$ cat config.mk
export PLATFORM = sky130hd
export DESIGN_NAME = pulse_gen
export DESIGN_NICKNAME = d
export VERILOG_FILES = /design/src/rtl/pulse_gen.sv
export SDC_FILE = /design/constraint.sdc
export NUM_CORES = 1
export LEC_CHECK = 0
export CORE_UTILIZATION = 40
export CTS_CLUSTER_DIAMETER = 30
export DETAILED_ROUTE_END_ITERATION = 10
export GPL_ROUTABILITY_DRIVEN = 1
export PLACE_DENSITY = 0.7
export SLEW_MARGIN = 10
export SYNTH_ARGS = -nofsm -noshare
export SYNTH_HDL_FRONTEND = slang
export SYNTH_SLANG_ARGS = --single-unit
$ cat constraint.sdc
create_clock -name inclk0 -period 4.7 [get_ports inclk0]
set_input_delay 1.41 -clock inclk0 [delete_from_list [all_inputs] [get_ports inclk0]]
set_output_delay 1.41 -clock inclk0 [all_outputs]
set_load 0.005 [all_outputs]
$ cat src/rtl/pulse_gen.sv
// pulse_gen: programmable periodic pulse generator.
//
// Produces a registered pulse train with a runtime-programmable period and
// high width, plus a one-cycle sync strobe at the start of every period.
// Configuration is double-buffered: a legal load writes the pending
// registers, and the active registers only take them at a period boundary.
// The generator runs only while clk_ok (clock-ready from the upstream clock
// conversion stage) is 1; dropping it aborts to IDLE on the next edge.
//
// Optional feature: define PULSE_GEN_BURST_EN to add a burst_len input
// (captured with load) and a done output. A nonzero burst length limits a
// run to that many periods; done pulses in the first IDLE cycle afterwards,
// and a new run needs en to drop and rise again.
//
// Output timing: pulse/sync/busy are registered from the current counter
// and state, so they trail the internal counter by one cycle. When the next
// state is IDLE (graceful stop, burst end, abort) they are forced to 0 on
// that same edge.

module pulse_gen #(
   parameter int CNT_W = 16
) (
   input  logic             inclk0,
   input  logic             areset_n,
   input  logic             clk_ok,
   input  logic             en,
   input  logic             load,
   input  logic [CNT_W-1:0] period,
   input  logic [CNT_W-1:0] width,
`ifdef PULSE_GEN_BURST_EN
   input  logic [CNT_W-1:0] burst_len,
   output logic             done,
`endif
   output logic             pulse,
   output logic             sync,
   output logic             busy,
   output logic             err
);

   typedef enum logic [1:0] {
      IDLE  = 2'd0,
      RUN   = 2'd1,
      DRAIN = 2'd2
   } state_t;

   state_t           state;
   state_t           state_next;

   // Pending (written by load) and active (used by the counter) configuration.
   logic [CNT_W-1:0] pend_period;
   logic [CNT_W-1:0] pend_width;
   logic [CNT_W-1:0] act_period;
   logic [CNT_W-1:0] act_width;
   logic             pend_new;
   logic             cfg_valid;

   // Phase counter within the current period.
   logic [CNT_W-1:0] cnt;
   logic [CNT_W-1:0] cnt_next;

   logic             load_ok;    // load strobe with a legal period/width pair
   logic             active;     // state is RUN or DRAIN
   logic             wrap;       // last cycle of the current period
   logic             enter;      // IDLE -> RUN on this edge
   logic             stay;       // running now and still running after this edge
   logic             apply;      // active registers take the pending values
   logic             burst_end;  // final period of a bounded burst ends now
   logic             start_block;// re-entry blocked until en drops

   // Legality: period >= 2, 1 <= width < period. Only these values ever reach
   // the active registers, so the unsigned compares below cannot overflow.
   assign load_ok = load
                  && (period >= CNT_W'(2))
                  && (width != '0)
                  && (width < period);

   assign active = (state != IDLE);
   assign wrap   = (cnt == act_period - CNT_W'(1));

`ifdef PULSE_GEN_BURST_EN
   logic [CNT_W-1:0] pend_burst;
   logic [CNT_W-1:0] act_burst;
   logic [CNT_W-1:0] per_cnt;    // completed periods in the current run
   logic             hold;       // burst finished, waiting for en to drop

   assign burst_end   = active && wrap
                      && (act_burst != '0)
                      && (per_cnt == act_burst - CNT_W'(1));
   assign start_block = hold;
`else
   assign burst_end   = 1'b0;
   assign start_block = 1'b0;
`endif

   // Next-state logic: abort has priority, then burst end, then run control.
   always_comb begin
      // NOTE: every always_comb output gets a default first so no path leaves
      // it unassigned; an unassigned path would infer a latch.
      state_next = state;
      if (!clk_ok) begin
         state_next = IDLE;
      end else begin
         case (state)
            IDLE: begin
               if (en && cfg_valid && !start_block) begin
                  state_next = RUN;
               end
            end
            RUN: begin
               if (burst_end) begin
                  state_next = IDLE;
               end else if (!en) begin
                  // Stopping exactly on the wrap means the period is already
                  // complete, so there is nothing left to drain.
                  state_next = wrap ? IDLE : DRAIN;
               end
            end
            DRAIN: begin
               if (burst_end) begin
                  state_next = IDLE;
               end else if (en) begin
                  state_next = RUN;
               end else if (wrap) begin
                  state_next = IDLE;
               end
            end
            default: begin
               state_next = IDLE;
            end
         endcase
      end
   end

   assign enter    = (state == IDLE) && (state_next == RUN);
   assign stay     = active && (state_next != IDLE);
   assign apply    = enter || (stay && wrap && pend_new);
   assign cnt_next = (stay && !wrap) ? cnt + CNT_W'(1) : '0;

   // State register.
   always_ff @(posedge inclk0 or negedge areset_n) begin
      // NOTE: sequential state uses non-blocking assignments so every
      // register samples pre-edge values, independent of block ordering.
      if (!areset_n) begin
         state <= IDLE;
      end else begin
         state <= state_next;
      end
   end

   // Pending/active configuration, load validation and sticky error.
   always_ff @(posedge inclk0 or negedge areset_n) begin
      if (!areset_n) begin
         pend_period <= '0;
         pend_width  <= '0;
         act_period  <= '0;
         act_width   <= '0;
         pend_new    <= 1'b0;
         cfg_valid   <= 1'b0;
         err         <= 1'b0;
      end else begin
         if (load) begin
            if (load_ok) begin
               pend_period <= period;
               pend_width  <= width;
               cfg_valid   <= 1'b1;
               err         <= 1'b0;
            end else begin
               err <= 1'b1;
            end
         end

         // A load coinciding with a boundary update: the boundary consumes
         // the old pending values (read pre-edge), and the new load stays
         // pending for the following boundary.
         if (apply) begin
            act_period <= pend_period;
            act_width  <= pend_width;
         end

         if (load_ok) begin
            pend_new <= 1'b1;
         end else if (apply) begin
            pend_new <= 1'b0;
         end
      end
   end

   // Phase counter: counts while running, zero otherwise.
   always_ff @(posedge inclk0 or negedge areset_n) begin
      if (!areset_n) begin
         cnt <= '0;
      end else begin
         cnt <= cnt_next;
      end
   end

   // Registered outputs, forced low on any edge that lands in IDLE.
   always_ff @(posedge inclk0 or negedge areset_n) begin
      if (!areset_n) begin
         pulse <= 1'b0;
         sync  <= 1'b0;
         busy  <= 1'b0;
      end else begin
         pulse <= stay && (cnt < act_width);
         sync  <= stay && (cnt == '0);
         busy  <= stay;
      end
   end

`ifdef PULSE_GEN_BURST_EN
   // Burst length capture, period counting, done strobe and re-entry hold.
   always_ff @(posedge inclk0 or negedge areset_n) begin
      if (!areset_n) begin
         pend_burst <= '0;
         act_burst  <= '0;
         per_cnt    <= '0;
         done       <= 1'b0;
         hold       <= 1'b0;
      end else begin
         if (load_ok) begin
            pend_burst <= burst_len;
         end

         if (enter) begin
            act_burst <= pend_burst;
            per_cnt   <= '0;
         end else if (stay && wrap) begin
            per_cnt <= per_cnt + CNT_W'(1);
         end

         // An abort is not a burst completion, so done needs clk_ok.
         done <= burst_end && clk_ok;

         if (burst_end && clk_ok) begin
            hold <= 1'b1;
         end else if (!en) begin
            hold <= 1'b0;
         end
      end
   end
`endif

endmodule

==> results of run 1 <==
## routing by layer
| layer | wire [um] | up-vias | global-route usage, % |
|---|---|---|---|
| li1 | - | 1608 | - |
| met1 | 5206 | 1667 | 25.58 |
| met2 | 5063 | 86 | 29.08 |
| met3 | 498 | 14 | 3.321 |
| met4 | 112 | 0 | 5.175 |
| met5 | 0 | - | 0 |
## worst max-delay path, delay by kind of cell
family / cells / cell delay, ns
buf+inv: 3 / 0.88
compound gates: 5 / 1.14
simple gates: 1 / 0.06
mux: 1 / 0.36
fa+ha+maj: 1 / 0.27
## cell families after synthesis
family                     synth area share, %
AOI/OAI and AO/OA                        5.213
DFF                                      44.53
and+or+nand+nor                          14.04
xor gates and xnor gates                 5.845
adders and majority gates                8.350
muxes                                    17.00
buffers and inverters                    5.010
## how the worst min path moves through the flow
stage,startpoint,end,slack (ns),cells after the start
3_5_place_dp,err,err,0.49,2
4_1_cts,pend_period[9],act_period[9],0.51,1
6_report,pend_width[13],act_width[13],0.51,1
5_1_grt,act_width[5],act_width[5],0.53,1
2_1_floorplan,pend_new,pend_new,0.45,1
3_3_place_gp,pend_period[2],act_period[2],0.49,1
## registers in the layout, indices dropped and copies added, names as in the netlist
signal	cells
pend_new	1
busy	1
act_period	16
pend_period	16
cfg_valid	1
cnt	16
state	2
err	1
pend_width	16
act_width	16
sync	1
pulse	1
## metrics by stage
step	cell area, um^2	utilization (%)	instances
2_1_floorplan	4945	-	435
3_3_place_gp	5443	45.31	609
3_5_place_dp	5443	45.31	609
4_1_cts	5741	47.79	625
5_1_grt	5768	48.02	626
6_report	5768	48.02	626
## cell usage in the layout, fill, tap and decap left out, types with 3 or more instances in the layout
master and instances:
dfrtp_1 88, clkdlybuf4s50_1 39, inv_1 36, mux2_2 36, nor2_1 35, ha_1 33, mux2_4 29, xor2_1 18
xnor2_1 15, nand2_1 15, nand4_1 13, a21o_1 11, nor3_1 11, nor4_1 10, nand3_1 9, a21oi_1 9
clkbuf_16 9, o21ai_0 7, and3_1 5, nand2b_1 4, a2111oi_0 3, nor2b_1 3, inv_8 3
## power breakdown
part / internal (mW) / switching (mW) / leakage (nW)
combinational: 0.341 / 0.228 / 1.47
clock: 0.388 / 0.335 / 0.145
sequential: 0.916 / 0.156 / 1.08
## cell type report
cell class,count,area [um^2]
Clock buffer,10,239.0
Inverter,36,135.1
Fill cell,1111,6243
Tap cell,147,183.9
Clock inverter,6,58.81
Multi-Input combinational cell,296,2496
Sequential cell,88,2202
Timing Repair Buffer,43,452.9
## synthesized netlist by cell type, types with 4 or more instances
library cell,n
nor3_1,11
dfrtp_1,88
xnor2_1,15
nand2_1,15
mux2_2,36
nor2_1,35
nand2b_1,4
inv_1,36
clkbuf_1,11
mux2_4,29
a21o_1,11
and3_1,5
xor2_1,18
nand3_1,9
nor4_1,10
o21ai_0,7
nand4_1,13
ha_1,33
a21oi_1,9
==> run_results.csv, run 1 <==
group,metric,value,unit
status,outcome,"finished, final reports clean",
yosys,synth_top_area_share,44.53,%
pwr,p_leak,2.688,nW
grt,grt_use_total,18.30,%
grt,grt_pass1_wl,18290,um
worst_setup_path,path_class,"in -> reg",
sta,hold_violations,0,
worst_setup_path,crit_slowest_cell,"clkdlybuf4s50_1",
placement,detailed_place_hpwl,7873,um
placement,pre_cts_slack,0.4290,ns
clock_tree,clk_latency,0.34,ns
clock_tree,cts_hold_buf,0,
clock_tree,clockBufferDepth,2,
cells_and_area,drive_above_1_share,19.62,%
clock_tree,clk_pin_slew,0.07,ns
worst_setup_path,critical_path_required,4.92,ns
sta,fin_tns_setup,0,ns
grt,grt_max_degree,89,
worst_setup_path,cp_max_fo,35,
yosys,seq_area_frac_synth,44.53,%
grt,grt.overflow.total,0,
sta,fmax,256.2,MHz
sta,maxSlewViolCount,0,
worst_setup_path,path_common_cell,"a21oi_1",
worst_setup_path,critPathMaxStageDelay,0.58,ns
sta,relSlewSlack,61.64,%
placement,portBuffers,40,
drt,wirelength,10880,um
cells_and_area,insertedDiodeCount,0,
drt,vias_per_cell,5.391,
yosys,synth.cell_area,4945,um^2
drt,drt_first_pass_iters,4,
cells_and_area,nets,544,
yosys,postSynth.asyncResetShare,100.0,%
yosys,synth.ff_latch_count,88,
clock_tree,clock-root-buffer,"clkbuf_16",
grt,first_global_vias,3477,
cells_and_area,area_growth,16.65,%
worst_setup_path,r2r_setup_slack,1.39,ns
flow_run,maxCapViolCount,0,
drt,drtAntennaViolNets,0,
worst_setup_path,cp-startpoint,"period[1]",
pwr,peakVddDrop,0.0001797,V
sta,rsz0062_at_grt,"no",
sta,min_period,3.903,ns
worst_setup_path,crit_arrival,4.13,ns
sta,worst_hold_slack,0.5099,ns
worst_setup_path,r2r_cells,9,
clock_tree,postCtsResizedCells,0,
pwr,powerDensity,409.9,nW/um^2
drt,vias,3375,
clock_tree,cts_htree_levels,3,
floorplanning,dieArea,12810,um^2
worst_setup_path,path_cells,"clkdlybuf4s50_1, inv_1, ha_1, a21oi_1, nor2b_1, o21ai_0, a21oi_1, a2111oi_0, o41a_1, buf_12, mux2_2",
floorplanning,die_w,113.2,um
grt,antenna_found_initial,0,
yosys,synthTopCellsByArea,"dfrtp_1 (45%), mux2_4 (8.8%), ha_1 (8.4%), mux2_2 (8.2%), xor2_1 (3.2%)",
worst_setup_path,start_kind,"input pin",
worst_setup_path,endpoint,"pend_width[9]",
clock_tree,post_cts_buffers,0,
yosys,synth.avg_cell_area,11.37,um^2
clock_tree,cts_buffers,9,
floorplanning,io_pins,41,
sta,finalWorstSetupSlack,0.7973,ns
floorplanning,fp.dieH,113.2,um
sta,min_period_over_period,83.04,%
placement,gp_congestion,0.8826,
drt,drt_iter0_drc,151,
yosys,synthDistinctLibCells,43,
worst_setup_path,r2r-end,"act_width[6]",
yosys,yosys_warnings,0,
sta,worstMarginPinSlew,0.5754,ns
clock_tree,cts_sinks,88,
drt,routedWlPerCell,17.38,um
worst_setup_path,worstSetupEndpointType,"register",
sta,clock_skew,0.007312,ns
worst_setup_path,r2r-start,"act_period[0]",
worst_hold_path,hold_path_class,"reg -> reg",
yosys,synth-main-ff-cell,"dfrtp_1",
yosys,syn_inst,435,
yosys,yosys.area.top_type,"dfrtp_1",
clock_tree,cts_tree,"built",
sta,finalSetupViolations,0,
yosys,synth_fp_nets,505,
drt,drcViolationCount,0,
floorplanning,initial_utilization,41.17,%
floorplanning,core.rowCount,40,
yosys,synth-edff-count,0,
pwr,p_total,2.364,mW
floorplanning,fp.coreArea,12010,um^2
Note: power is estimated with default switching activity, not from simulation.
==> run 2: changes to the inputs <==
--- a/config.mk
+++ b/config.mk
@@ -9,7 +9,7 @@
 export CTS_CLUSTER_DIAMETER = 30
 export DETAILED_ROUTE_END_ITERATION = 10
 export GPL_ROUTABILITY_DRIVEN = 1
-export PLACE_DENSITY = 0.7
+export PLACE_DENSITY = 0.72
 export SLEW_MARGIN = 10
 export SYNTH_ARGS = -nofsm -noshare
 export SYNTH_HDL_FRONTEND = slang
==> constraint.sdc (replaced) <==
create_clock -name inclk0 -period 3.3 [get_ports inclk0]
set_input_delay 0.99 -clock inclk0 [delete_from_list [all_inputs] [get_ports inclk0]]
set_output_delay 0.99 -clock inclk0 [all_outputs]
set_load 0.005 [all_outputs]
==> run_results.csv, run 2 (same netlist as run 1, synthesis figures left out) <==
group,metric,value,unit
status,outcome,"finished, final reports clean",
worst_hold_path,min_to,"pend_new",
sta,hold_violations,0,
worst_hold_path,hold_path_class,"reg -> reg",
cells_and_area,register_area,2202,um^2
clock_tree,cts_tree,"built",
worst_setup_path,r2r-end,"act_width[13]",
floorplanning,die_w,113.2,um
cells_and_area,num-fill-cells,1052,
clock_tree,cts_buffers,9,
grt,grt.overflow.total,0,
worst_setup_path,path_class,"in -> reg",
worst_hold_path,min_from,"pend_new",
grt,grt_use_total,18.85,%
floorplanning,dieArea,12810,um^2
worst_setup_path,critical_path_required,3.52,ns
sta,worstMarginPinSlew,0.6056,ns
flow_run,maxCapViolCount,0,
pwr,peakVddDrop,0.0003064,V
sta,rsz0062_at_grt,"no",
pwr,p_total,3.560,mW
cells_and_area,multi_input_area,2510,um^2
sta,maxSlewViolCount,0,
sta,relSlewSlack,58.58,%
floorplanning,initial_utilization,41.17,%
pwr,powerDensity,581.7,nW/um^2
drt,drt_first_pass_iters,4,
drt,drt_iter0_drc,188,
worst_hold_path,hold_depth,1,
cells_and_area,area_growth,23.76,%
sta,min_period,3.175,ns
cells_and_area,insertedDiodeCount,0,
worst_setup_path,cp_max_fo,8,
worst_setup_path,r2r-start,"act_period[5]",
worst_setup_path,r2r_cells,9,
sta,clock_skew,0.009407,ns
drt,vias_per_cell,5.290,
placement,detailed_place_hpwl,8299,um
grt,grt_pass1_wl,18690,um
drt,wirelength,11470,um
cells_and_area,nets,580,
pwr,p_leak,2.906,nW
sta,finalSetupViolations,0,
clock_tree,cts_sinks,88,
drt,drcViolationCount,0,
floorplanning,core.rowCount,40,
floorplanning,fp.dieH,113.2,um
worst_setup_path,r2r_setup_slack,0.23,ns
floorplanning,io_pins,41,
clock_tree,cts_hold_buf,0,
drt,drtAntennaViolNets,0,
placement,portBuffers,40,
cells_and_area,drive_above_1_share,25.63,%
worst_setup_path,crit_arrival,3.39,ns
cells_and_area,final_core_util,50.95,%
placement,gp_congestion,0.8443,
grt,antenna_found_initial,0,
clock_tree,clockBufferDepth,2,
drt,vias,3502,
clock_tree,clk_pin_slew,0.07,ns
grt,first_global_vias,3672,
cells_and_area,stdcell_count,662,
worst_setup_path,start_kind,"input pin",
clock_tree,clk_latency,0.34,ns
placement,dp.cells,641,
clock_tree,clock-root-buffer,"clkbuf_16",
sta,min_period_over_period,96.20,%
sta,fmax,315.0,MHz
cells_and_area,mostFrequentLayoutCells,"dfrtp_1 (88), clkdlybuf4s50_1 (38), inv_1 (36), mux2_2 (36)",
worst_setup_path,worstSetupEndpointType,"register",
cells_and_area,final_common_cell,"dfrtp_1",
drt,routedWlPerCell,17.32,um
grt,grt_max_degree,52,
placement,placed_area,5708,um^2
cells_and_area,final_cell_area,6120,um^2
clock_tree,cts_htree_levels,3,
floorplanning,fp.coreArea,12010,um^2
-- run 2: cell types whose count changed in the layout (fill, tap and decap cells not counted), sizes merged --
cell	previous run	this run
clkinvlp	1	0
bufinv	0	2
clkdlybuf4s50	39	38
buf	4	39
clkinv	0	1
inv	41	39
dlymetal6s2s	0	1
clkbuf	10	11
-- run 2: layer usage --
layer | track usage (%) | routed length, um | share of wire [%]
met5 | 0 | 0 | 0
met4 | 6.491 | 237 | 2.1
met3 | 2.678 | 346 | 3.0
met2 | 31.62 | 5565 | 49
met1 | 25.02 | 5318 | 46
-- run 2: how the worst max path moves through the flow --
stage | from | to | slack [ns] | cells after the start
after global routing | period[1] | cfg_valid | 0.02 | 13
after global placement | period[1] | pend_width[0] | -0.31 | 11
after detailed placement | period[1] | pend_width[3] | -0.42 | 11
after CTS | period[1] | pend_period[7] | 0.02 | 11
final | width[9] | pend_period[2] | 0.13 | 11
after floorplan | period[9] | pend_period[0] | 0.03 | 11
-- run 2: critical path, cell delays in order --
cell and delay [ns]:
clkdlybuf4s50_1 0.47, ha_1 0.33, a21o_1 0.16, a21o_1 0.16, a21oi_1 0.15, nor2_1 0.07
nor4b_2 0.21, o41a_1 0.20, buf_4 0.14, clkbuf_16 0.15, mux2_2 0.35
-- run 2: cell type report --
| cell class | count | share of cell area, % |
|---|---|---|
| multi-input cells | 296 | 41.01 |
| clock inverters | 6 | 1.595 |
| repair buffers | 79 | 12.29 |
| well taps | 147 | 3.006 |
| clock buffers | 10 | 3.905 |
| inverters | 36 | 2.208 |
| flip-flops and latches | 88 | 35.98 |
-- run 2: power breakdown --
group	total, mW	switching [mW]	leakage, nW	internal (mW)
registers	1.51	0.206	1.08	1.31
logic	0.892	0.360	1.67	0.533
clock network	1.16	0.459	0.166	0.697
total	3.56	1.02	2.91	2.54
-- run 2: repair_timing --
action,in CTS,in global routing
gates cloned,0,2
gates resized for setup,1,5
pin swaps,1,3
setup endpoints to repair,32,33
setup buffers,0,3
-- run 2: metrics by stage --
stage / setup WS (ns) / setup TNS, ns / hold WS, ns
global placement: -0.3147 / -10.32 / 0.4662
CTS: 0.01736 / 0 / 0.4921
finish: 0.1254 / 0 / 0.4928
global route: 0.01870 / 0 / 0.5265
detailed placement: -0.4223 / -13.66 / 0.4785
floorplan: 0.02617 / 0 / 0.4502
==> variant: new RTL, config.mk and constraints of run 2 <==
Change the parameter `CNT_W` from 16 to 14.
--- a/src/rtl/pulse_gen.sv
+++ b/src/rtl/pulse_gen.sv
@@ -18,7 +18,7 @@
 // that same edge.
 
 module pulse_gen #(
-   parameter int CNT_W = 16
+   parameter int CNT_W = 14
 ) (
    input  logic             inclk0,
    input  logic             areset_n,
Interface: changed (resized period and width); port bits go from 41 to 37. No check against the original RTL was run, so the function may have changed too.
==> variant against run 2 <==
Synthesized area down 13%; core utilization is 1.8 points lower; clock power decreased by 38%; total power down 22%; critical path depth shrank 3; worst setup slack better by 0.028 ns; sequential power down 12%; register-to-register slack got worse by 0.08 ns; via count shrank 13%; design area is 16% lower; sequential cell count fell by 10; wire length decreased by 21%; non-clock buffer count down 29.
==> variant: results (changes against run 2) <==
| Metric | Value |
|---|---|
| Inst Count DP | 554 (was 641) |
| Clock latency on the worst-skew pair | 0.36 ns (was 0.34 ns) |
| Syn_nets | 441 (was 505) |
| Worst R2R Path Depth | 8 (was 9) |
| Post-route insts no fill | 570 (was 662) |
| Crit path time final | 3.15 ns (was 3.17 ns) |
| Number of distinct library cells after synthesis | 49 (was 43) |
| Worst-Margin Slew | 0.968 ns (was 0.606 ns) |
| Clock buffer depth | 2 (unchanged) |
| Post-CTS sizing | 0 (was 1) |
| Root buf cell | clkbuf_8 (was clkbuf_16) |
| Sequential fraction of the synthesis area | 45.2% (was 44.5%) |
| Async S/R FF share, synth | 100% (unchanged) |
| First-pass GRT wire length | 15100 um (was 18700 um) |
| Final HPWL DP | 6800 um (was 8300 um) |
| Peak supply drop | 247 uV (was 306 uV) |
| Worst path max stage delay | 0.64 ns (was 0.47 ns) |
| Total GRT Usage | 17.4% (was 18.9%) |
| Placement Cell Area | 4920 sq um (was 5710 sq um) |
| Nets | 491 (was 580) |
| Post-Syn Area per Cell | 11.4 sq um (about the same) |
| Leak pwr | 2.27 nW (was 2.91 nW) |
| Crit path max-delay cell type | or4_1 (was clkdlybuf4s50_1) |
| Top cells by count, synth | dfrtp_1, mux2_2, inv_1 (was dfrtp_1, inv_1, mux2_2) |
| Routability cong. | 0.880 (was 0.844) |
| IO buf count | 36 (was 40) |
| Layout cell share with drive strength beyond 1 | 21.9% (was 25.6%) |
| Crit Path Max Fanout | 29 (was 8) |
| Pin count of the biggest net entering global routing | 79 (was 52) |
| Vias | 3063 (was 3502) |
| DR iter-0 viols | 104 (was 188) |
| Post-Route WL | 9030 um (was 11500 um) |
| Run status | complete, no violations (unchanged) |
| Synth area leaders | dfrtp_1, mux2_2, ha_1, xnor2_1, mux2_4 (was dfrtp_1, mux2_4, ha_1, mux2_2, xor2_1) |
| Worst Skew | 0.0114 ns (was 0.00941 ns) |
-- variant: metal layers --
metal	GRT usage, %	vias up	part of all wire, %
met2	27.1	79	45
met4	8.53	0	3.0
met5	0	-	0
li1	-	1469	-
met1	23.6	1490	48
met3	2.88	25	3.8
-- variant: power by group --
group / internal (mW) / switching (mW)
clock: 0.355 / 0.365
sequential: 1.15 / 0.171
combinational: 0.421 / 0.314
-- variant: final cells by class --
type | instances | area (sq um)
Clock inverter | 6 | 72.6
Sequential cell | 78 | 1950
Tap cell | 136 | 170
Timing Repair Buffer | 50 | 488
Inverter | 33 | 124
Multi-Input combinational cell | 257 | 2190
Fill cell | 949 | 5300
Clock buffer | 10 | 128
-- variant: worst max-delay path: cells and delay by family (launching register included) --
| family | cells | cell delay [ns] |
|---|---|---|
| AO/OA/AOI/OAI | 3 | 0.77 |
| buffers and inverters | 1 | 0.19 |
| flip-flops | 1 | 0.45 |
| multiplexers | 1 | 0.31 |
| AND/OR/NAND/NOR | 3 | 1.30 |
-- variant: final timing paths --
path,from,end,slack (ns)
max in group asynchronous,areset_n,act_width[0]$_DFFE_PN0P_,1.90
worst min register to register,pend_new$_DFFE_PN0P_,pend_new$_DFFE_PN0P_,0.50
min in group asynchronous,areset_n,pend_period[9]$_DFFE_PN0P_,0.78
worst max-delay path,act_period[5]$_DFFE_PN0P_,act_period[5]$_DFFE_PN0P_,0.15
worst max register to register,act_period[5]$_DFFE_PN0P_,act_period[5]$_DFFE_PN0P_,0.15
worst min-delay path,pend_new$_DFFE_PN0P_,pend_new$_DFFE_PN0P_,0.50
-- variant: cells by family (layout without fill, tap and decap cells) --
logic type,after synthesis,count (layout),synth area share (%)
AND/OR/NAND/NOR,103,103,13.6
flip-flops,78,78,45.2
multiplexers,58,58,15.9
buffers and inverters,44,99,4.23
AO/OA/AOI/OAI,39,39,6.95
adder cells (fa/ha/maj),29,29,8.40
XOR/XNOR,28,28,5.68
